## src/rtl/netlist_bist_ctrl.sv

```systemverilog
// netlist_bist_ctrl
// -----------------
// Built-in self-test controller for a small combinational netlist with
// 14 inputs and 8 outputs. A run drives N_PAT pseudo-random patterns from a
// 14-bit LFSR onto the netlist inputs. Each pattern is held for SETTLE+1
// cycles. On the last cycle of each pattern the netlist response is folded
// into a 16-bit MISR. At the end of the run the MISR is compared with a
// golden signature.
//
// Parameters
//   N_PAT      patterns per run (1..65535)
//   SETTLE     wait cycles between applying a pattern and capturing (0..15)
//
// Ports
//   clk        single clock, rising edge
//   rst        asynchronous active-high reset
//   start      level-sampled run request, accepted only in IDLE
//   seed       stimulus LFSR seed, sampled with start (0 is replaced by 1)
//   golden_sig expected signature, sampled with start
//   stim       registered drive to netlist inputs pi00..pi13 (stim[0]=pi00)
//   rsp        netlist outputs po0..po7 (rsp[0]=po0)
//   busy       high while a run is in progress
//   done       one-cycle pulse after the last capture
//   pass       final signature matched golden_sig; held until next start
//   signature  current MISR contents

module netlist_bist_ctrl #(
    parameter int unsigned N_PAT  = 1024,
    parameter int unsigned SETTLE = 1
) (
    input  logic        clk,
    input  logic        rst,
    input  logic        start,
    input  logic [13:0] seed,
    input  logic [15:0] golden_sig,
    output logic [13:0] stim,
    input  logic [7:0]  rsp,
    output logic        busy,
    output logic        done,
    output logic        pass,
    output logic [15:0] signature
);

    localparam logic [15:0] LP_LAST   = 16'(N_PAT - 1);
    localparam logic [3:0]  LP_SETTLE = 4'(SETTLE);

    typedef enum logic [1:0] {
        S_IDLE,
        S_RUN,
        S_DONE
    } state_t;

    state_t      r_state;
    state_t      w_nextState;

    logic [13:0] r_stim;
    logic [15:0] r_misr;
    logic [15:0] r_count;
    logic [3:0]  r_settle;
    logic [15:0] r_golden;
    logic        r_pass;

    logic        w_accept;
    logic        w_capture;
    logic        w_lastCapture;
    logic [15:0] w_misrNext;
    logic [13:0] w_stimNext;
    logic [13:0] w_seedSafe;

    // A capture happens on the first RUN edge where the settle countdown
    // has already reached zero; the last one is the capture of pattern N_PAT-1.
    assign w_accept      = (r_state == S_IDLE) && start;
    assign w_capture     = (r_state == S_RUN) && (r_settle == 4'd0);
    assign w_lastCapture = w_capture && (r_count == LP_LAST);

    // An all-zero seed would lock the LFSR at zero, so it is forced to 1.
    assign w_seedSafe = (seed == 14'd0) ? 14'h0001 : seed;

    assign w_stimNext = {r_stim[12:0], r_stim[13] ^ r_stim[12] ^ r_stim[11] ^ r_stim[1]};
    assign w_misrNext = {r_misr[14:0], r_misr[15] ^ r_misr[14] ^ r_misr[12] ^ r_misr[3]}
                        ^ {8'h00, rsp};

    // State register.
    always_ff @(posedge clk or posedge rst) begin
        if (rst) begin
            r_state <= S_IDLE;
        end else begin
            r_state <= w_nextState;
        end
    end

    // Next-state logic: start is only looked at in IDLE, so a request made
    // during RUN or DONE is dropped rather than queued.
    always_comb begin
        w_nextState = r_state;
        case (r_state)
            S_IDLE:  if (start) w_nextState = S_RUN;
            S_RUN:   if (w_lastCapture) w_nextState = S_DONE;
            S_DONE:  w_nextState = S_IDLE;
            default: w_nextState = S_IDLE;
        endcase
    end

    // Output decode.
    always_comb begin
        busy = 1'b0;
        done = 1'b0;
        case (r_state)
            S_RUN:   busy = 1'b1;
            S_DONE:  done = 1'b1;
            default: ;
        endcase
    end

    // Datapath: LFSR, MISR, pattern and settle counters, golden latch.
    // Outside RUN everything holds, so results stay visible after the run.
    // On the final capture stim is left on the last pattern.
    always_ff @(posedge clk or posedge rst) begin
        if (rst) begin
            r_stim   <= 14'd0;
            r_misr   <= 16'd0;
            r_count  <= 16'd0;
            r_settle <= 4'd0;
            r_golden <= 16'd0;
            r_pass   <= 1'b0;
        end else if (w_accept) begin
            r_stim   <= w_seedSafe;
            r_misr   <= 16'd0;
            r_count  <= 16'd0;
            r_settle <= LP_SETTLE;
            r_golden <= golden_sig;
            r_pass   <= 1'b0;
        end else if (r_state == S_RUN) begin
            if (r_settle != 4'd0) begin
                r_settle <= r_settle - 4'd1;
            end else if (w_lastCapture) begin
                r_misr <= w_misrNext;
                r_pass <= (w_misrNext == r_golden);
            end else begin
                r_misr   <= w_misrNext;
                r_stim   <= w_stimNext;
                r_count  <= r_count + 16'd1;
                r_settle <= LP_SETTLE;
            end
        end
    end

    assign stim      = r_stim;
    assign signature = r_misr;
    assign pass      = r_pass;

endmodule

```

## config.mk

```make
export PLATFORM = sky130hd
export DESIGN_NAME = netlist_bist_ctrl
export DESIGN_NICKNAME = d
export VERILOG_FILES = /design/src/rtl/netlist_bist_ctrl.sv
export SDC_FILE = /design/constraint.sdc
export NUM_CORES = 1
export LEC_CHECK = 0
export CORE_UTILIZATION = 35
export DETAILED_ROUTE_END_ITERATION = 8
export GPL_TIMING_DRIVEN = 0
export PLACE_DENSITY = 0.7
export SLEW_MARGIN = 20
export SYNTH_ARGS = -nofsm -noshare
export SYNTH_HDL_FRONTEND = slang
export SYNTH_SLANG_ARGS = --single-unit
```

## constraint.sdc

```tcl
create_clock -name clk -period 5.3 [get_ports clk]
set_clock_uncertainty 0.15 [all_clocks]
set_input_delay 1.06 -clock clk [delete_from_list [all_inputs] [get_ports clk]]
set_output_delay 1.06 -clock clk [all_outputs]
set_load 0.01 [all_outputs]
```

* Yosys cells after proc, flatten, opt, wreduce, memory -nomap -nowiden
Index checks and enable logic that the tools add are counted. W data, S select, Z words.
Storage, ports and cells: logic and storage cells 64, input bits 41, output and inout bits 33, flip-flop bits (word level) 69
Cells by class: muxes and demuxes 25, equal/unequal tests 9, bitwise operators 7, reduce and logical (&&, ||, !) cells 14, add/sub/neg operators 2
Operator list (count):
- $mux W16 | 7
- $mux W14 | 5
- $add A16 B1 Y16 const B | 1
- $eq A16 B10 Y1 const B | 1
- $eq A16 B16 Y1 | 1
- $mux W4 | 4
- $xor A16 B8 Y16 | 1
- $logic_not A14 Y1 | 1
- $ne A2 B2 Y1 const B | 4
- $mux W1 | 6
- $reduce_and A2 Y1 | 3
- $reduce_and A3 Y1 | 2
- $xor A1 B1 Y1 | 6
- $logic_not A4 Y1 | 1
- $mux W2 | 2
- $pmux W2 S2 | 1
- $reduce_bool A2 Y1 | 2
- $reduce_bool A4 Y1 | 1
- $sub A4 B1 Y4 const B | 1
- $logic_and A1 B1 Y1 | 3
- $ne A3 B2 Y1 const B | 1
- $eq A2 B1 Y1 const B | 1
- $eq A2 B2 Y1 const B | 1
- $logic_not A2 Y1 | 1

* Longest topological paths before layout
Gate-level depths: netlist of the first run.
depth after elaboration 9, depth in mapped cells 9, mapped depth without buffers 7

* Worst setup path before layout of the first run
Ideal clock, no wire load.
path kind input-to-reg, start point input start, end point register r_count[7], data required time 5.018 ns, library setup time 0.132 ns, buffers on the path 3, stages 5, setup slack 3.072 ns, arrival time 1.946 ns, path through and2_1 clkbuf_1 clkbuf_1 buf_1 nor2_1
On the way: cells in the longest elaborated chain, start to end 3, elaborated cells on any way between the ends 6, classes of those cells eq/ne: 2; mux: 1; reduce/logical: 3
RTL lines:
- start, declared | line 33 | input logic start,
- $logic_and A1 B1 Y1 * | line 72 | assign w_accept = (r_state == S_IDLE) && start;
- $ne A2 B2 Y1 (no source line) / $reduce_bool A2 Y1 (equally long branches)
- $reduce_and A3 Y1 (no source line)
- end signal, assigned | line 142 | r_count <= r_count + 16'd1;
- end, declared | line 58 | logic [15:0] r_count;
Mark *: on every way between the ends. The rest lies on a longest branch, timed or not. A chain may end at the register's enable or synchronous reset.

* Worst setup path after layout of the first run
Same ends and word-level chain as after synthesis.

==> results of run 1 <==
-- synthesized netlist by cell type, types with 3 or more instances --
cell type	number
nand4_1	7
buf_6	3
xor2_1	7
buf_2	3
nor3_1	5
inv_1	3
mux2i_1	3
nor4_1	9
dfrtp_1	69
and3_1	4
a21oi_1	26
clkbuf_1	8
o21ai_0	6
nor2_1	34
nand3_1	14
nand2_1	93
a211oi_1	9
xnor2_1	31
buf_1	4
-- report_power, final --
group          switching, uW  internal [uW]  total, uW
logic                    168            260        427
clock network            195            214        409
registers               85.8            589        675
total                    449           1060       1510
-- layer usage --
| layer | track usage | up-vias | routed length, um |
|---|---|---|---|
| met5 | 0 | - | 0 |
| met1 | 0.241 | 1476 | 3930 |
| met3 | 0.0490 | 13 | 399 |
| li1 | - | 1454 | - |
| met2 | 0.279 | 98 | 4030 |
| met4 | 0.0580 | 0 | 103 |
-- cell type report --
cell class / count / share of cell area
Clock buffer: 11 / 0.0288
Timing Repair Buffer: 74 / 0.166
Buffer: 18 / 0.0206
Inverter: 4 / 0.00384
Multi-Input combinational cell: 285 / 0.356
Clock inverter: 4 / 0.0110
Tap cell: 129 / 0.0354
Sequential cell: 69 / 0.379
-- metrics by stage --
stage	utilization	power (uW)	hold WS, ns	std cells	worst slack, ns
after floorplan	-	898	0.315	376	2.35
after global placement	0.462	1100	0.331	578	1.11
after detailed placement	0.465	1110	0.340	579	2.06
after CTS	0.484	1530	0.359	594	2.43
after global routing	0.484	1590	0.372	594	2.27
final	0.484	1510	0.354	594	2.40
-- registers in the layout, indices dropped and copies added, names as in the netlist --
register	cells
r_count	16
r_golden	16
r_state	2
signature	16
r_settle	4
pass	1
stim	14
-- placed cells by master, fill, tap and decap left out, types with 2 or more instances in the layout --
master and instances:
xor2_1 7, a211oi_1 9, clkinvlp_4 2, o21ai_0 6, a31oi_1 2, inv_1 2, a21oi_1 26, nand3_1 14
nand4_1 7, nor3_1 5, buf_1 4, mux2i_1 3, a22oi_1 2, nor2_1 34, and3_1 4, nand2_1 93
clkdlybuf4s50_1 73, a221o_1 2, o211ai_1 2, ha_1 2, clkbuf_8 9, o31ai_1 2, clkbuf_1 10, xnor2_1 31
and2_1 2, nor2b_1 2, buf_6 3, buf_2 3, nor4_1 9, dfrtp_1 69, and4_4 2
-- worst max path at each step --
stage	slack [ns]	end
2_1_floorplan	2.35	pass
3_3_place_gp	1.11	stim[9]
3_5_place_dp	2.06	r_count[7]
4_1_cts	2.43	r_count[7]
5_1_grt	2.27	r_settle[3]
6_report	2.40	r_count[7]
-- critical path, stage by stage --
cell and delay, ns:
clkdlybuf4s50_1 0.53, and2_1 0.14, clkbuf_1 0.22, clkbuf_1 0.43
buf_1 0.46, nor2_1 0.10
-- cell families after synthesis --
group	Yosys count	share of synthesized area
fa+ha+maj	2	0.00724
mux	3	0.00869
flops	69	0.499
simple gates	184	0.247
xor+xnor	39	0.103
buf+inv	22	0.0315
compound gates	57	0.104
==> summary.txt, run 1 <==
Logic synthesis
  – Post-synth ARST share: 1.00
  – Largest area contributor in the netlist: dfrtp_1
  – Mapped cell area: 3460 um^2
  – Syn nets: 419
  – Leading post-synthesis cells by cell area: dfrtp_1 50%, nand2_1 10%, xnor2_1 7.9%
  – Sequential share of the synthesized area: 0.499
  – Area share of the largest cell type after synthesis: 0.499
  – Number of synthesized flops with an enable pin: 0
  – Post-synth cell types: 48
  – Ys flop type: dfrtp_1
  – Avg Inst Size Synth: 9.19 um^2
  – Synth warnings: 0
  – Post-synthesis cell count: 376
  – Register bit count reported by yosys: 69

Placed design
  – Total placed instance area: 4380 um^2
  – HPWL after detailed placement: 6240 um
  – GP Congestion: 0.799
  – IO buf count: 73

Hold path
  – Hold Path Origin: r_golden[13]
  – Worst hold stages: 2
  – Hold endpoint: r_golden[13]
  – Worst Hold Class: register to register

Floorplan
  – Die area: 10300 um^2
  – Top Ports: 74
  – Die H: 101 um
  – Core box area: 9420 um^2
  – Chip width: 101 um
  – Number of core rows: 35
  – Initial Util: 0.367

Layout
  – Post-Layout Inst Area: 4560 um^2
  – Diode count: 0
  – Area delta synth->final: 31.9%
  – Layout cell share with drive strength beyond 1: 0.0688
  – Number of nets in the layout: 504
  – Layout fillers: 879
  – Area of the multi-input gates: 1620 um^2
  – Sequential cell area: 1730 um^2

Critical path
  – Slack of the worst reg-to-reg path: 2.95 ns
  – Crit path launch: start
  – CP arrival: 2.96 ns
  – Reg2reg path depth: 7
  – Worst reg2reg path startpoint: r_settle[0]
  – Crit Path Class: primary input to register
  – RR Endpoint: signature[3]
  – Crit-path max FO: 10
  – CP Capture Type: register
  – Crit start category: primary input
  – CP Data Required Time: 5.36 ns

Detailed routing
  – Drt via density: 5.12
  – Detail Route Antenna Nets: 0
  – Initial DRC count: 164
  – Drt first pass iters: 6
  – Routed wire length: 8460 um
  – Via Count: 3041
  – DR WL/cell: 14.2 um
  – DRC violations left: 0

Global route
  – Largest net degree at the start of global routing: 59
  – GRT Residual Overflow: 0
  – Global-route usage over all layers: 0.179
  – Vias in the first global route: 2961
  – First-pass GRT wire length: 14100 um
  – Initial antenna violation count: 0

Status
  – Status: completed

Power and ir drop
  – PwrDens: 331 nW/um^2
  – VDD IR max: 0.000204 V
  – Pleak: 0.00190 uW

Clock tree
  – Worst-path clk slew: 0.07 ns
  – CTS Sinks: 69
  – CTS max path bufs: 2
  – CTS buffer count: 9
  – Post-CTS resize count: 0
  – Clk root buf: clkbuf_8
  – CTS H-tree lvls: 3
  – CTS tree: built
  – Post-CTS Repair Setup Buffers: 0
  – Hold-fix buffers, CTS: 0
  – Clk Latency, worst-skew pair: 0.35 ns

Run
  – Max Cap Violations: 0

Timing
  – Fmax: 345 MHz
  – Slew margin rel.: 0.594
  – Measured slew at the worst slew-check pin: 0.609 ns
  – Tcrit/Tclk final: 0.546
  – Min Tclk post-route: 2.90 ns
  – Slew Viols, Final: 0
  – Setup violators final: 0
  – RSZ-0062 raised after global routing: no
  – Final hold viol count: 0
  – Setup TNS: 0 ns
No activity file was read; power rests on OpenSTA's default activity.
==> inputs of run 2 (changes only) <==
--- a/config.mk
+++ b/config.mk
@@ -8,7 +8,7 @@
 export CORE_UTILIZATION = 35
 export DETAILED_ROUTE_END_ITERATION = 8
 export GPL_TIMING_DRIVEN = 0
-export PLACE_DENSITY = 0.7
+export PLACE_DENSITY = 0.72
 export SLEW_MARGIN = 20
 export SYNTH_ARGS = -nofsm -noshare
 export SYNTH_HDL_FRONTEND = slang
==> constraint.sdc (replaced) <==
create_clock -name clk -period 2.4 [get_ports clk]
set_clock_uncertainty 0.15 [all_clocks]
set_input_delay 0.48 -clock clk [delete_from_list [all_inputs] [get_ports clk]]
set_output_delay 0.48 -clock clk [all_outputs]
set_load 0.01 [all_outputs]
==> run 2 against run 1 <==
Against the previous run: final cell count up 0.17%; combinational power rose by 120%; critical path depth shrank 3; largest power group unchanged; via count is 2.5% lower; non-clock buffer count unchanged; largest cell class unchanged; highest routed layer unchanged; hold slack got worse by 0.082 ns; power rose by 140%; core utilization grew 1.0 points.
==> summary.txt, run 2 (synthesis results as in run 1) <==
Floorplan
  – Top Ports: 74
  – Die H: 101 um
  – Core box area: 9420 um^2
  – Number of core rows: 35
  – Die area: 10300 um^2
  – Initial Util: 0.367
  – Chip width: 101 um

Clock tree
  – Clk root buf: clkbuf_8
  – Post-CTS resize count: 0
  – CTS Sinks: 69
  – CTS tree: built
  – CTS H-tree lvls: 3
  – Post-CTS Repair Setup Buffers: 0
  – CTS max path bufs: 2
  – CTS buffer count: 9
  – Hold-fix buffers, CTS: 0
  – Worst-path clk slew: 0.07 ns
  – Clk Latency, worst-skew pair: 0.34 ns

Global route
  – Initial antenna violation count: 0
  – Largest net degree at the start of global routing: 55
  – First-pass GRT wire length: 14300 um
  – GRT Residual Overflow: 0
  – Global-route usage over all layers: 0.178
  – Vias in the first global route: 2900

Status
  – Status: completed

Detailed routing
  – Drt first pass iters: 5
  – Via Count: 2964
  – Drt via density: 4.98
  – DR WL/cell: 14.4 um
  – DRC violations left: 0
  – Routed wire length: 8550 um
  – Initial DRC count: 191
  – Detail Route Antenna Nets: 0

Placed design
  – Pre-CTS setup slack: -0.268 ns
  – IO buf count: 73
  – HPWL after detailed placement: 6290 um
  – GP Congestion: 0.845

Power and ir drop
  – VDD IR max: 0.000540 V
  – PwrDens: 782 nW/um^2
  – Tot Pwr: 3640 uW
  – Pleak: 0.00195 uW

Hold path
  – Worst Hold Class: primary input to asynchronous set/reset pin

Critical path
  – CP Capture Type: output pin
  – Reg2reg path depth: 8
  – Crit start category: register
  – RR Endpoint: r_count[9]
  – Crit-path max FO: 6
  – Crit path launch: r_state[1]
  – CP Data Required Time: 1.77 ns
  – CP arrival: 1.71 ns
  – Worst reg2reg path startpoint: r_settle[0]
  – Slack of the worst reg-to-reg path: 0.14 ns
  – Worst setup path endpoint: busy
  – Crit Path Class: register to output pin

Layout
  – Most common cell after layout, fill and taps aside: nand2_1
  – Number of nets in the layout: 504
  – Layout fillers: 869
  – Diode count: 0
  – Final Util: 0.494
  – Commonest cells after routing, fill and taps aside: 93 x nand2_1, 73 x clkdlybuf4s50_1, 69 x dfrtp_1
  – Area delta synth->final: 34.7%
  – Layout cell share with drive strength beyond 1: 0.0751

Timing
  – Setup violators final: 0
  – Tcrit/Tclk final: 0.975
  – Measured slew at the worst slew-check pin: 0.599 ns
  – Final hold viol count: 0
  – Slew Viols, Final: 0
  – Worst setup slack after layout: 0.0600 ns
  – Min Tclk post-route: 2.34 ns
  – Min Hold Slack: 0.273 ns
  – Fmax: 427 MHz
  – Slew margin rel.: 0.600

Run
  – Max Cap Violations: 0
==> run 2: cell types whose count changed in the layout (fill, tap and decap cells not counted), sizes merged <==
cell and change:
clkinvlp -2, clkbuf +3, clkinv -1, buf -1, bufinv +2
==> run 2: where the power goes <==
part / total (uW) / internal [uW] / switching, uW
logic: 955 / 573 / 382
registers: 1480 / 1300 / 184
clock network: 1200 / 776 / 424
total: 3640 / 2650 / 990
==> run 2: layout make-up <==
type	count	area, um^2	area share
clock inverter	3	90.1	0.0193
tap	129	161	0.0347
inverter	4	17.5	0.00376
multi-input combinational	285	1640	0.352
clock buffer	13	169	0.0363
buffer	18	95.1	0.0204
timing repair buffer	74	758	0.163
sequential	69	1730	0.371
==> run 2: critical path: stages (launching register included) <==
cell and delay (ns):
dfrtp_1 0.40, nand2b_1 0.24, inv_2 0.17, clkdlybuf4s50_1 0.56
==> run 2: worst min-delay path by stage <==
| stage | start | endpoint | slack [ns] |
|---|---|---|---|
| finish | rst | r_settle[2] | 0.27 |
| global route | rst | r_settle[2] | 0.31 |
| CTS | rst | r_settle[2] | 0.27 |
| detailed placement | r_golden[10] | r_golden[10] | 0.33 |
| global placement | r_golden[9] | r_golden[9] | 0.33 |
| floorplan | r_golden[13] | r_golden[13] | 0.32 |
==> run 2: metrics by stage <==
stage	std cells	cell area (um^2)	TNS (ns)
6_report	595	4660	0
5_1_grt	595	4660	-0.0389
4_1_cts	595	4640	0
3_5_place_dp	579	4380	-6.38
3_3_place_gp	578	4350	-89.17
2_1_floorplan	376	3460	0
==> run 2: layer usage <==
layer | GRT usage | vias up | routed length (um)
met1 | 0.249 | 1424 | 3940
met3 | 0.0269 | 9 | 399
met4 | 0.0713 | 0 | 89
met5 | 0 | - | 0
li1 | - | 1456 | -
met2 | 0.278 | 75 | 4130
==> RTL edit 1 (settings of run 1) <==
Reset style: synchronous (`rst`), changed in 2 clocked blocks. Comments in the files are not updated.
--- a/src/rtl/netlist_bist_ctrl.sv
+++ b/src/rtl/netlist_bist_ctrl.sv
@@ -82,5 +82,5 @@
 
     // State register.
-    always_ff @(posedge clk or posedge rst) begin
+    always_ff @(posedge clk) begin
         if (rst) begin
             r_state <= S_IDLE;
@@ -116,5 +116,5 @@
     // Outside RUN everything holds, so results stay visible after the run.
     // On the final capture stim is left on the last pattern.
-    always_ff @(posedge clk or posedge rst) begin
+    always_ff @(posedge clk) begin
         if (rst) begin
             r_stim   <= 14'd0;
Check against the original RTL: differs if rst is asserted again (counterexample within 4 cycles, from zero or initial values and one cycle with rst high); with rst held inactive, the same outputs for 10 cycles.
==> RTL edit 1 against run 1 <==
  * Register-to-register slack better by 150 ps
  * Fmax is 2.2% higher
  * Synthesized area decreased by 7.2%
  * Sequential cell count is the same
  * Global-route usage shrank 1.2 points
  * Cell count fell by 5.1%
  * Synthesized cell count decreased by 1.9%
  * Count of clock-buffer cells in the layout is 1 lower
  * The flow now finishes with violations (design-rule violations)
  * Highest routed layer unchanged
  * Critical path type unchanged
  * Worst setup slack better by 64 ps
  * Design area decreased by 7.0%
  * Wire length down 11%
Power is not compared: it rests on default switching activity, and its combinational part moved more than twofold at a synthesized area within 25%.
==> RTL edit 1: results (changes against run 1) <==
INFO  metric design_area = 4240 um2 (was 4560 um2)
INFO  metric syn-instance-count = 369 (was 376)
INFO  metric synthArstFlopShare = 0% (was 100%)
INFO  metric detailedRoute.firstIterationViolations = 109 (was 164)
INFO  metric reg2reg_to = r_count[15] (was signature[3])
INFO  metric via_count = 2,778 (was 3,041)
INFO  metric design.final.nets = 494 (was 504)
INFO  metric layout_setup_ws = 2470 ps (was 2400 ps)
INFO  metric fillers = 864 (was 879)
INFO  metric violations_in_the_final_reports = design-rule violations
INFO  metric synthAdderAreaFrac = 0.390% (was 0.724%)
INFO  metric route.detailed.vias_per_inst = 4.93 (was 5.12)
INFO  metric synth_compound_gate_area_share = 13.6% (was 10.4%)
INFO  metric met1_global_route_usage = 22.1% (was 24.1%)
INFO  metric drc = 2 (was 0)
INFO  metric clock_buffer_count = 10 (was 11)
INFO  metric timing_worst_slew_pin_value = 515 ps (was 609 ps)
INFO  metric num-multi-input-gates = 266 (was 285)
INFO  metric route.met3.wl = 288 um (was 399 um)
INFO  metric wire_length_of_the_first_global_routing_pass = 12,700 um (was 14,100 um)
INFO  metric multi_input_logic_portion_of_the_cell_area = 38.7% (was 35.6%)
INFO  metric grt_usage = 16.7% (was 17.9%)
INFO  metric placement.io_buffers = 72 (was 73)
INFO  metric wirelength_met1 = 3650 um (was 3930 um)
INFO  metric timing.hold.worst_endpoint = r_settle[3] (was r_golden[13])
INFO  metric synthTopCellsByArea = sky130_fd_sc_hd__dfxtp_1 43%, sky130_fd_sc_hd__nand2_1 6.6%, sky130_fd_sc_hd__xor2_1 6.6%, sky130_fd_sc_hd__a21oi_1 5.2%, sky130_fd_sc_hd__nor2_1 4.7% (was sky130_fd_sc_hd__dfrtp_1 50%, sky130_fd_sc_hd__nand2_1 10%, sky130_fd_sc_hd__xnor2_1 7.9%, sky130_fd_sc_hd__a21oi_1 3.8%, sky130_fd_sc_hd__nor2_1 3.7%)
INFO  metric drive_above_1_share = 8.11% (was 6.88%)
INFO  metric cp.arrival = 2940 ps (was 2960 ps)
INFO  metric yosys-top-cells-count = 69 x sky130_fd_sc_hd__dfxtp_1, 56 x sky130_fd_sc_hd__nand2_1, 40 x sky130_fd_sc_hd__nor2_1 (was 93 x sky130_fd_sc_hd__nand2_1, 69 x sky130_fd_sc_hd__dfrtp_1, 34 x sky130_fd_sc_hd__nor2_1)
INFO  metric status = finished with violations (was completed)
INFO  metric gp_routability_congestion = 0.801 (was 0.799)
INFO  metric layout.clock.cell_area_share = 4.25% (was 3.98%)
RTL edit 1: changes by cell type after synthesis, moves of 14 or more:
cell / delta
sky130_fd_sc_hd__xnor2_1: -14
sky130_fd_sc_hd__dfrtp_1: -69
sky130_fd_sc_hd__dfxtp_1: +69
sky130_fd_sc_hd__nand2_1: -37
sky130_fd_sc_hd__xor2_1: +17
RTL edit 1: worst max-delay path, stage by stage:
cell and delay, ps:
sky130_fd_sc_hd__clkdlybuf4s50_1 440, sky130_fd_sc_hd__and2_1 190, sky130_fd_sc_hd__or2_2 270, sky130_fd_sc_hd__clkbuf_1 220
sky130_fd_sc_hd__or4_1 570, sky130_fd_sc_hd__o31ai_1 190
RTL edit 1: worst max path at each step:
stage	startpoint	endpoint	cells after the start
finish	start	pass	6
global route	start	pass	6
CTS	start	pass	6
detailed placement	start	pass	6
global placement	start	pass	6
floorplan	rst	pass	5
==> RTL edit 2 (settings of run 1) <==
Made on the original files. The parameter `N_PAT` goes from 1024 to 768.
--- a/src/rtl/netlist_bist_ctrl.sv
+++ b/src/rtl/netlist_bist_ctrl.sv
@@ -26,5 +26,5 @@
 
 module netlist_bist_ctrl #(
-    parameter int unsigned N_PAT  = 1024,
+    parameter int unsigned N_PAT  = 768,
     parameter int unsigned SETTLE = 1
 ) (
Check against the original RTL: no difference found for any inputs over 10 cycles, from zero or initial values and one cycle with rst high; that may be too few to reach the edited logic, so the function may still have changed.
==> RTL edit 2 against run 1 <==
  * Count of clock-buffer cells in the layout is 1 higher
  * Worst setup slack worse by 66 ps
  * Cell count is 1.0% lower
  * Non-clock buffer count is 1 higher
  * Design area is 1.9% lower
  * Power is 2.3% lower
  * Worst hold slack worse by 7.5 ps
  * Sequential cell count stayed put
  * Wire length is 2.0% lower
  * Synthesized area is 2.2% lower
  * Largest cell class unchanged
==> RTL edit 2: results (changes against run 1) <==
INFO  metric met2RoutedLength = 3890 um (was 4030 um)
INFO  metric met1_global_route_usage = 23.6% (was 24.1%)
INFO  metric clock_buffer_count = 12 (was 11)
INFO  metric route.met3.wl = 454 um (was 399 um)
INFO  metric post_dp_cell_area = 4300 um2 (was 4380 um2)
INFO  metric buffer_area_share = 19.0% (was 18.7%)
INFO  metric postSynthNetCount = 412 (was 419)
INFO  metric detailedRoute.firstIterationViolations = 142 (was 164)
INFO  metric cp.arrival = 1750 ps (was 2960 ps)
INFO  metric drive_above_1_share = 4.79% (was 6.88%)
INFO  metric status = completed (unchanged)
INFO  metric grt_usage = 17.5% (was 17.9%)
INFO  metric wirelength_met1 = 3810 um (was 3930 um)
INFO  metric place.detailed.hpwl = 6140 um (was 6240 um)
INFO  metric yosys-top-cells-count = 96 x sky130_fd_sc_hd__nand2_1, 69 x sky130_fd_sc_hd__dfrtp_1, 39 x sky130_fd_sc_hd__xnor2_1 (was 93 x sky130_fd_sc_hd__nand2_1, 69 x sky130_fd_sc_hd__dfrtp_1, 34 x sky130_fd_sc_hd__nor2_1)
INFO  metric critical_path.max_fanout = 6 (was 10)
INFO  metric yosys.area_share.xor_xnor = 10.9% (was 10.3%)
INFO  metric leak_pwr = 1.92 nW (was 1.90 nW)
INFO  metric avgRoutedWirePerCell = 14.1 um (was 14.2 um)
INFO  metric synth_seq_area_share = 51.1% (was 49.9%)
INFO  metric pin_count_of_the_biggest_net_entering_global_routing = 53 (was 59)
INFO  metric ys_types = 39 (was 48)
INFO  metric synth_mux_area_share = 0.296% (was 0.869%)
INFO  metric gp_routability_congestion = 0.788 (was 0.799)
INFO  metric layout.clock.cell_area_share = 3.78% (was 3.98%)
INFO  metric timing.slew.headroom = 62.4% (was 59.4%)
INFO  metric wire_length_of_the_first_global_routing_pass = 13,800 um (was 14,100 um)
## RTL edit 2: changes by cell type after synthesis, sizes merged, moves of 3 or more
| cell | delta |
|---|---|
| buf | -6 |
| clkbuf | +7 |
| a21oi | -16 |
| xor2 | -4 |
| a31oi | +5 |
| nand4 | -3 |
| xnor2 | +8 |
## RTL edit 2: worst reg2reg max path, stage by stage (launching register included)
cell and delay (ps):
sky130_fd_sc_hd__dfrtp_1 400, sky130_fd_sc_hd__inv_1 120, sky130_fd_sc_hd__ha_1 230, sky130_fd_sc_hd__nor3b_2 370, sky130_fd_sc_hd__nand2_1 310, sky130_fd_sc_hd__nor2_1 320, sky130_fd_sc_hd__clkbuf_1 410, sky130_fd_sc_hd__nand2_1 100
sky130_fd_sc_hd__a31oi_1 170
## RTL edit 2: stage by stage
step | hold slack, ps | util, % | setup slack (ps) | cells
final | 347 | 48.2 | 2340 | 588
after global routing | 366 | 48.2 | 2200 | 588
after CTS | 354 | 48.2 | 2340 | 588
after detailed placement | 338 | 46.4 | 2020 | 572
after global placement | 332 | 46.0 | 1170 | 571
after floorplan | 315 | - | 2350 | 369
## RTL edit 2: report_power, final
group,internal [W],switching [W]
Combinational,0.000252,0.000177
Sequential,0.000590,0.0000850
Clock,0.000181,0.000192
## RTL edit 2: final timing paths
path / cells past startpoint / to / startpoint
hold reg to reg: 2 / r_golden[1] / r_golden[1]
hold / removal: 2 / r_golden[1] / r_golden[1]
setup reg to reg: 8 / stim[6] / r_settle[0]
max in group asynchronous: 3 / r_count[7] / rst
min in group asynchronous: 2 / signature[10] / rst
setup / recovery: 3 / busy / r_state[1]
